--- config.mk ---
export PLATFORM = sky130hd
export DESIGN_NAME = snake_input_queue
export DESIGN_NICKNAME = d
export VERILOG_FILES = /design/src/rtl/snake_input_queue.sv
export SDC_FILE = /design/constraint.sdc
export NUM_CORES = 1
export LEC_CHECK = 0
export CORE_MARGIN = 5
export CORE_UTILIZATION = 40
export CTS_BUF_LIST = sky130_fd_sc_hd__clkbuf_2
export DETAILED_ROUTE_END_ITERATION = 10
export PLACE_DENSITY_LB_ADDON = 0.12
export SLEW_MARGIN = 30
export SYNTH_ARGS = -nofsm -noshare
export SYNTH_HDL_FRONTEND = slang
export SYNTH_SLANG_ARGS = --single-unit
--- constraint.sdc ---
create_clock -name clock_25 -period 2.7 [get_ports clock_25]
set_input_delay 0.405 -clock clock_25 [delete_from_list [all_inputs] [get_ports clock_25]]
set_output_delay 0.405 -clock clock_25 [all_outputs]
set_load 0.03 [all_outputs]
--- src/rtl/snake_input_queue.sv ---
// snake_input_queue: debounces the left/right buttons and queues turn commands for the snake FSM.
// Latency: a clean press is enqueued DEBOUNCE_CYCLES+3 edges after the raw level first changes.
//          A queued command is delivered one edge after the game_tik that pops it.
// Backpressure: none upstream. A press arriving while the queue is full with no pop is dropped
//               and flagged on overflow. Presses on both buttons in the same cycle are dropped
//               and flagged on conflict.
// Ports:
//   clock_25, reset    : 25 MHz clock and synchronous active-high reset
//   right_P, left_P    : raw asynchronous buttons, active high
//   game_tik           : one-cycle game-step strobe; pops the head of the queue when it is non-empty
//   turn_valid/turn_dir: registered delivery pulse; turn_dir is 1 for right, 0 for left
//   queue_count        : number of queued commands, 0..DEPTH
//   overflow, conflict : registered one-cycle drop indications
module snake_input_queue #(
  parameter int DEBOUNCE_CYCLES = 250000,
  parameter int CNT_BIT         = 18,
  parameter int DEPTH           = 4,
  parameter int PTR_BIT         = 2
) (
  input  logic               clock_25,
  input  logic               reset,
  input  logic               right_P,
  input  logic               left_P,
  input  logic               game_tik,
  output logic               turn_valid,
  output logic               turn_dir,
  output logic [PTR_BIT:0]   queue_count,
  output logic               overflow,
  output logic               conflict
);

  localparam logic [CNT_BIT-1:0] DB_LAST  = CNT_BIT'(DEBOUNCE_CYCLES - 1);
  localparam logic [PTR_BIT:0]   FULL_CNT = (PTR_BIT+1)'(DEPTH);

  // Button vectors are indexed [1] = right, [0] = left.
  logic [1:0]         sync1_q, sync2_q;
  logic [1:0]         stable_q, stable_d;
  logic [1:0]         stable_prev_q;
  logic [CNT_BIT-1:0] cnt_q [2];
  logic [CNT_BIT-1:0] cnt_d [2];
  logic [1:0]         press;

  logic [DEPTH-1:0]   fifo_q;
  logic [PTR_BIT-1:0] wr_ptr_q, rd_ptr_q;
  logic [PTR_BIT:0]   count_q, count_d;
  logic               turn_valid_q, turn_dir_q, overflow_q, conflict_q;

  logic               push, push_dir, push_ok, pop, full;

  // Debounce: the counter only runs while the synchronized level disagrees with
  // the accepted level, so any return to agreement restarts the stability window.
  always_comb begin
    for (int b = 0; b < 2; b++) begin
      stable_d[b] = stable_q[b];
      cnt_d[b]    = '0;
      if (sync2_q[b] != stable_q[b]) begin
        if (cnt_q[b] == DB_LAST) begin
          stable_d[b] = ~stable_q[b];
        end else begin
          cnt_d[b] = cnt_q[b] + 1'b1;
        end
      end
    end
  end

  // One-cycle press on each rising edge of the accepted level; releases are ignored.
  assign press    = stable_q & ~stable_prev_q;
  assign push     = press[1] ^ press[0];
  assign push_dir = press[1];

  // Pop eligibility uses the pre-edge count, so a same-cycle push onto an empty
  // queue waits for a later game_tik.
  assign full     = (count_q == FULL_CNT);
  assign pop      = game_tik && (count_q != '0);
  // When full, a simultaneous pop frees the head slot; the write lands in that
  // slot while the read still returns its old contents.
  assign push_ok  = push && (!full || pop);

  always_comb begin
    count_d = count_q;
    case ({push_ok, pop})
      2'b10:   count_d = count_q + 1'b1;
      2'b01:   count_d = count_q - 1'b1;
      default: count_d = count_q;
    endcase
  end

  always_ff @(posedge clock_25) begin
    if (reset) begin
      sync1_q       <= '0;
      sync2_q       <= '0;
      stable_q      <= '0;
      stable_prev_q <= '0;
      cnt_q         <= '{default: '0};
      fifo_q        <= '0;
      wr_ptr_q      <= '0;
      rd_ptr_q      <= '0;
      count_q       <= '0;
      turn_valid_q  <= 1'b0;
      turn_dir_q    <= 1'b0;
      overflow_q    <= 1'b0;
      conflict_q    <= 1'b0;
    end else begin
      sync1_q       <= {right_P, left_P};
      sync2_q       <= sync1_q;
      stable_q      <= stable_d;
      stable_prev_q <= stable_q;
      cnt_q         <= cnt_d;
      if (push_ok) begin
        fifo_q[wr_ptr_q] <= push_dir;
        wr_ptr_q         <= wr_ptr_q + 1'b1;
      end
      if (pop) begin
        rd_ptr_q <= rd_ptr_q + 1'b1;
      end
      count_q       <= count_d;
      turn_valid_q  <= pop;
      turn_dir_q    <= pop & fifo_q[rd_ptr_q];
      overflow_q    <= push & full & ~pop;
      conflict_q    <= press[1] & press[0];
    end
  end

  assign turn_valid  = turn_valid_q;
  assign turn_dir    = turn_dir_q;
  assign queue_count = count_q;
  assign overflow    = overflow_q;
  assign conflict    = conflict_q;

endmodule
Yosys cells after proc, flatten, opt, wreduce, memory -nomap -nowiden:

Cells that the tools add are included.

* input port bits: 5
* word-level logic and storage cells: 60
* register bits after elaboration: 59
* output and inout port bits: 7

* $lt $le $gt $ge: 3
* reductions and logical operators: 11
* $add $sub $neg: 6
* bitwise operators: 12
* mux-type cells: 6
* equality and inequality tests: 7

Operators with widths (number)
* 18-bit by 1-bit adder with 18-bit output, second input constant: 2
* 18-bit == test, second input constant: 2
* 2-bit by 3-bit less-than comparator with 1-bit output, second input constant: 2
* 3-bit one-hot mux with 2 select lines: 1
* 3-bit OR reduction: 2
* 1-bit inverter: 5
* 2-bit by 1-bit adder with 2-bit output, second input constant: 2
* 1-bit AND: 4
* 4-bit bitwise mux: 1
* 2-bit AND reduction: 2
* 3-bit by 1-bit adder with 3-bit output, second input constant: 1
* 3-bit == test, second input constant: 1
* 1-bit logical AND: 3
* 3-bit nonzero test: 1
* 3-bit by 1-bit subtractor with 3-bit output, second input constant: 1
* 2-bit AND: 1
* 1-bit binary-select mux with 2-bit select: 1
* 1-bit demux with 2-bit select: 1
* 2-bit by 1-bit == test with 1-bit output, second input constant: 1
* 2-bit == test, second input constant: 1
* 2-bit by 1-bit >= comparator with 1-bit output, second input constant: 1
* 1-bit two-way mux: 2
* 1-bit != test: 2
* 2-bit inverter: 1
* 4 further kinds: 4

Logic depth before layout (Yosys ltp):

* depth after elaboration: 6
* depth in mapped cells: 8
* depth with buffers taken out: 8

Worst setup path before layout:

Ideal clock, no wire load.

* kind: reg-to-reg
* start: reg stable_q[1]
* end: reg count_q[1] (netlist: queue_count[1])
* data required time: 2.605 ns
* arrival time: 2.291 ns
* stages on the path, launching flop included: 9
* setup time: 0.095 ns
* path slack: 0.313 ns
* buffers on the path: 0
* clock period less this slack: 2.387 ns
* cells stage by stage: dfxtp_1 -> nor2b_1 -> ha_1 -> or2_2 -> fa_1 -> o21bai_1 -> a31oi_1 -> o21ai_0 -> a221oi_1

* longest elaborated chain between the ends: 5
* elaborated cells on any way between the ends: 7
* classes of those cells: eq/ne (2); mux (1); bitwise (2); reduce/logical (2)

RTL lines
* start, declared: RTL line 37 `logic [1:0] stable_q, stable_d;`
* start signal, assigned: RTL line 106 `stable_q <= stable_d;`
* 2-bit AND (*): RTL line 67 `assign press = stable_q & ~stable_prev_q;`
* via press[1]: RTL line 41 `logic [1:0] press;`
* 1-bit bitwise XOR (*): RTL line 68 `assign push = press[1] ^ press[0];`
* 1-bit logical AND (*): RTL line 77 `assign push_ok = push && (!full || pop);`
* 2-bit by 1-bit == test with 1-bit output or 2-bit == test (tied branches): RTL line 81 `case ({push_ok, pop})`
* 3-bit one-hot mux with 2 select lines or 2-bit nonzero test (tied branches)
* end signal, assigned: RTL line 116 `count_q <= count_d;`
* end, declared: RTL line 45 `logic [PTR_BIT:0] count_q, count_d;`

Mark *: on every way through the listed nets, which the timed path passes. The rest lies on a longest branch.
A chain may end at the register's enable or synchronous reset.

Final worst setup path:

Same ends and word-level chain as after synthesis.

==> impl_metrics.yaml <==
outcome:
  outcome: "finished clean"
sta:
  fin_crit_ns: 2.35
  slew_headroom_pct: 68.4
  rsz0062_at_grt: "no"
  finClkSkew_ns: 0.0173
  setup_viol: 0
  tightest_slew_ns: 0.472
  slew_viol_final: 0
  max_freq_mhz: 425
  fin_tns_setup_ns: 0
  period_share_pct: 87.2
  hold_slack_ns: 0.457
  hold_viol_final: 0
finish:
  drive_above_1_share_pct: 11.3
  nNetsFinal: 326
  final_cells: 395
  fill_cells: 613
  num_antenna_cells: 0
  area_delta_synth_final_pct: 13.9
die:
  die_area_um2: 8350
  dieHeight_um: 91.4
  rows: 29
  die_x_um: 91.4
  start_util_pct: 41.5
  pin_count: 12
  core_um2: 6390
clocking:
  cts_made_buffers: 9
  clockBufferDepth: 2
  cts_resized: 0
  clk_pin_slew_ns: 0.18
  insertion_delay_ns: 0.47
  clkSinkCount: 59
  tritoncts: "built"
  htree_levels: 3
  cts_hold_buf: 0
  post_cts_buffers: 0
  root_buffer: "clkbuf_2"
synthesis:
  synth_area_leaders: "dfxtp_1, xnor2_1, nor2_1"
  synth-async-reset-ratio_pct: 0
  syn_nets: 303
  synth_warnings: 0
  synthTopCellsByCount: "dfxtp_1, nor2_1, xnor2_1"
  ys_types: 37
  netlist_area_um2: 2650
  synth_edf_count: 0
  synth-seq-cells: 59
  synth.avg_cell_area_um2: 9.13
  synth_flop_cell: "dfxtp_1"
  yosysTopAreaCell: "dfxtp_1"
  ys_seq_area_share_pct: 44.6
  synth_cells: 290
  synth_top_area_share_pct: 44.6
worst_setup_path:
  crit_path_end_kind: "flip-flop"
  crit_type: "flip-flop to flip-flop"
  startpoint: "stable_q[1]"
  r2r_start: "stable_q[1]"
  critical_path_arrival_ns: 2.74
  cp_slowest_cell: "fa_1"
  crit_chain: "nor2b_1 > ha_1 > or2_2 > fa_1 > o21bai_1 > a31oi_1 > o21ai_0 > a221oi_1"
  path_max_fanout: 3
  slowest_delay_ns: 0.45
  worstPathRequired_ns: 3.09
  cp.buffers_inverters: 0
  critPathTopFamily: "adder cells"
  startpoint_type: "flip-flop"
flow_run:
  drv_cap: 0
route:
  antenna_left: 0
  drtPass1Iterations: 4
  viasPerCell: 5.05
  wl_um: 4590
  first_iter_violations: 105
  vias: 1996
  drc: 0
  wl_per_cell_um: 11.6
power:
  power_density_nw_per_um2: 543
  power.total_mw: 1.64
  power_leakage_nw: 0.952
  vdd_drop_max_mv: 0.324
global_route:
  grt_pass1_wl_um: 8270
  first_global_vias: 1862
  grt_usage_pct: 12.2
  grt_max_degree: 19
  grt_overflow: 0
  antenna_found_initial: 0
worst_hold_path:
  hold_start: "sync1_q[1]"
  hp-class: "flip-flop to flip-flop"
placement:
  port_buffers: 11
  place_inst: 379
  dp_hpwl_um: 3130
  gp_congestion: 0.780
==> worst reg2reg max path, stage by stage, from the launching register on <==
cell and delay [ns]:
dfxtp_1 0.39, nor2b_1 0.18, ha_1 0.27, or2_2 0.32
fa_1 0.45, o21bai_1 0.16, a31oi_1 0.12, o21ai_0 0.10
a221oi_1 0.29
==> cell usage in the layout, fill, tap and decap left out, types with 2 or more instances in the layout <==
cell type	n
xor2_1	4
nor2_1	59
clkdlybuf4s50_1	11
buf_4	8
clkinv_2	2
nor3b_1	3
a21oi_1	3
mux2i_1	4
xnor2_1	33
ha_1	7
nand3_1	17
nor3_1	7
nand2_1	11
clkbuf_2	9
clkinvlp_4	3
nor2b_1	11
o41ai_4	2
mux2_2	3
bufinv_16	2
nand4_1	11
dfxtp_1	59
inv_1	13
or2_2	3
or3_1	4
o21ai_0	4
nor4_1	12
==> registers in the layout, summed over array words and instances (netlist names) <==
| signal | cells |
|---|---|
| queue_count | 3 |
| turn_dir | 1 |
| stable_prev_q | 2 |
| turn_valid | 1 |
| fifo_q | 4 |
| sync2_q | 2 |
| wr_ptr_q | 2 |
| conflict | 1 |
| stable_q | 2 |
| cnt_q | 36 |
| rd_ptr_q | 2 |
| sync1_q | 2 |
| overflow | 1 |
==> where the power goes <==
group          internal (mW)  switching, mW  leakage, nW
Clock                  0.302          0.338       0.0739
Combinational         0.0492         0.0529        0.401
Sequential             0.885         0.0126        0.476
==> stage by stage <==
stage          cell area [um2]  utilization [%]  worst slack (ns)
3_3_place_gp              2880             45.1             0.257
6_report                  3020             47.2             0.346
3_5_place_dp              2880             45.1             0.192
4_1_cts                   3020             47.2             0.341
5_1_grt                   3020             47.2             0.179
2_1_floorplan             2650                -             0.313
==> cell families after synthesis <==
group | count (synthesis) | share of synthesized area, %
AOI/OAI and AO/OA | 13 | 4.53
xor gates and xnor gates | 37 | 12.2
adders and majority gates | 8 | 4.06
buffers and inverters | 20 | 3.21
DFF | 59 | 44.6
muxes | 8 | 3.64
and+or+nand+nor | 145 | 27.7
==> layout make-up <==
class                      count  area, um2  area share (%)
clock inverter                 7       92.6            3.07
sequential                    59       1180            39.2
inverter                      13       48.8            1.62
multi-input combinational    211       1380            45.8
clock buffer                   9       45.0            1.49
tap                           77       96.3            3.19
timing repair buffer          19        170            5.64
==> path summary, 6_finish.rpt <==
| check | slack, ns | cells past startpoint | endpoint |
|---|---|---|---|
| setup / recovery | 0.35 | 8 | queue_count[1] |
| hold / removal | 0.46 | 1 | sync2_q[1] |
| setup reg to reg | 0.35 | 8 | queue_count[1] |
| hold reg to reg | 0.46 | 1 | sync2_q[1] |
==> metal layers <==
metal | routed length [um] | global-route usage, % | share of wire, %
met1 | 2320 | 15.1 | 50
met2 | 2020 | 18.8 | 44
met3 | 188 | 5.54 | 4.1
met4 | 63 | 4.40 | 1.4
met5 | 0 | 0 | 0
(Power assumes the default switching activity.)
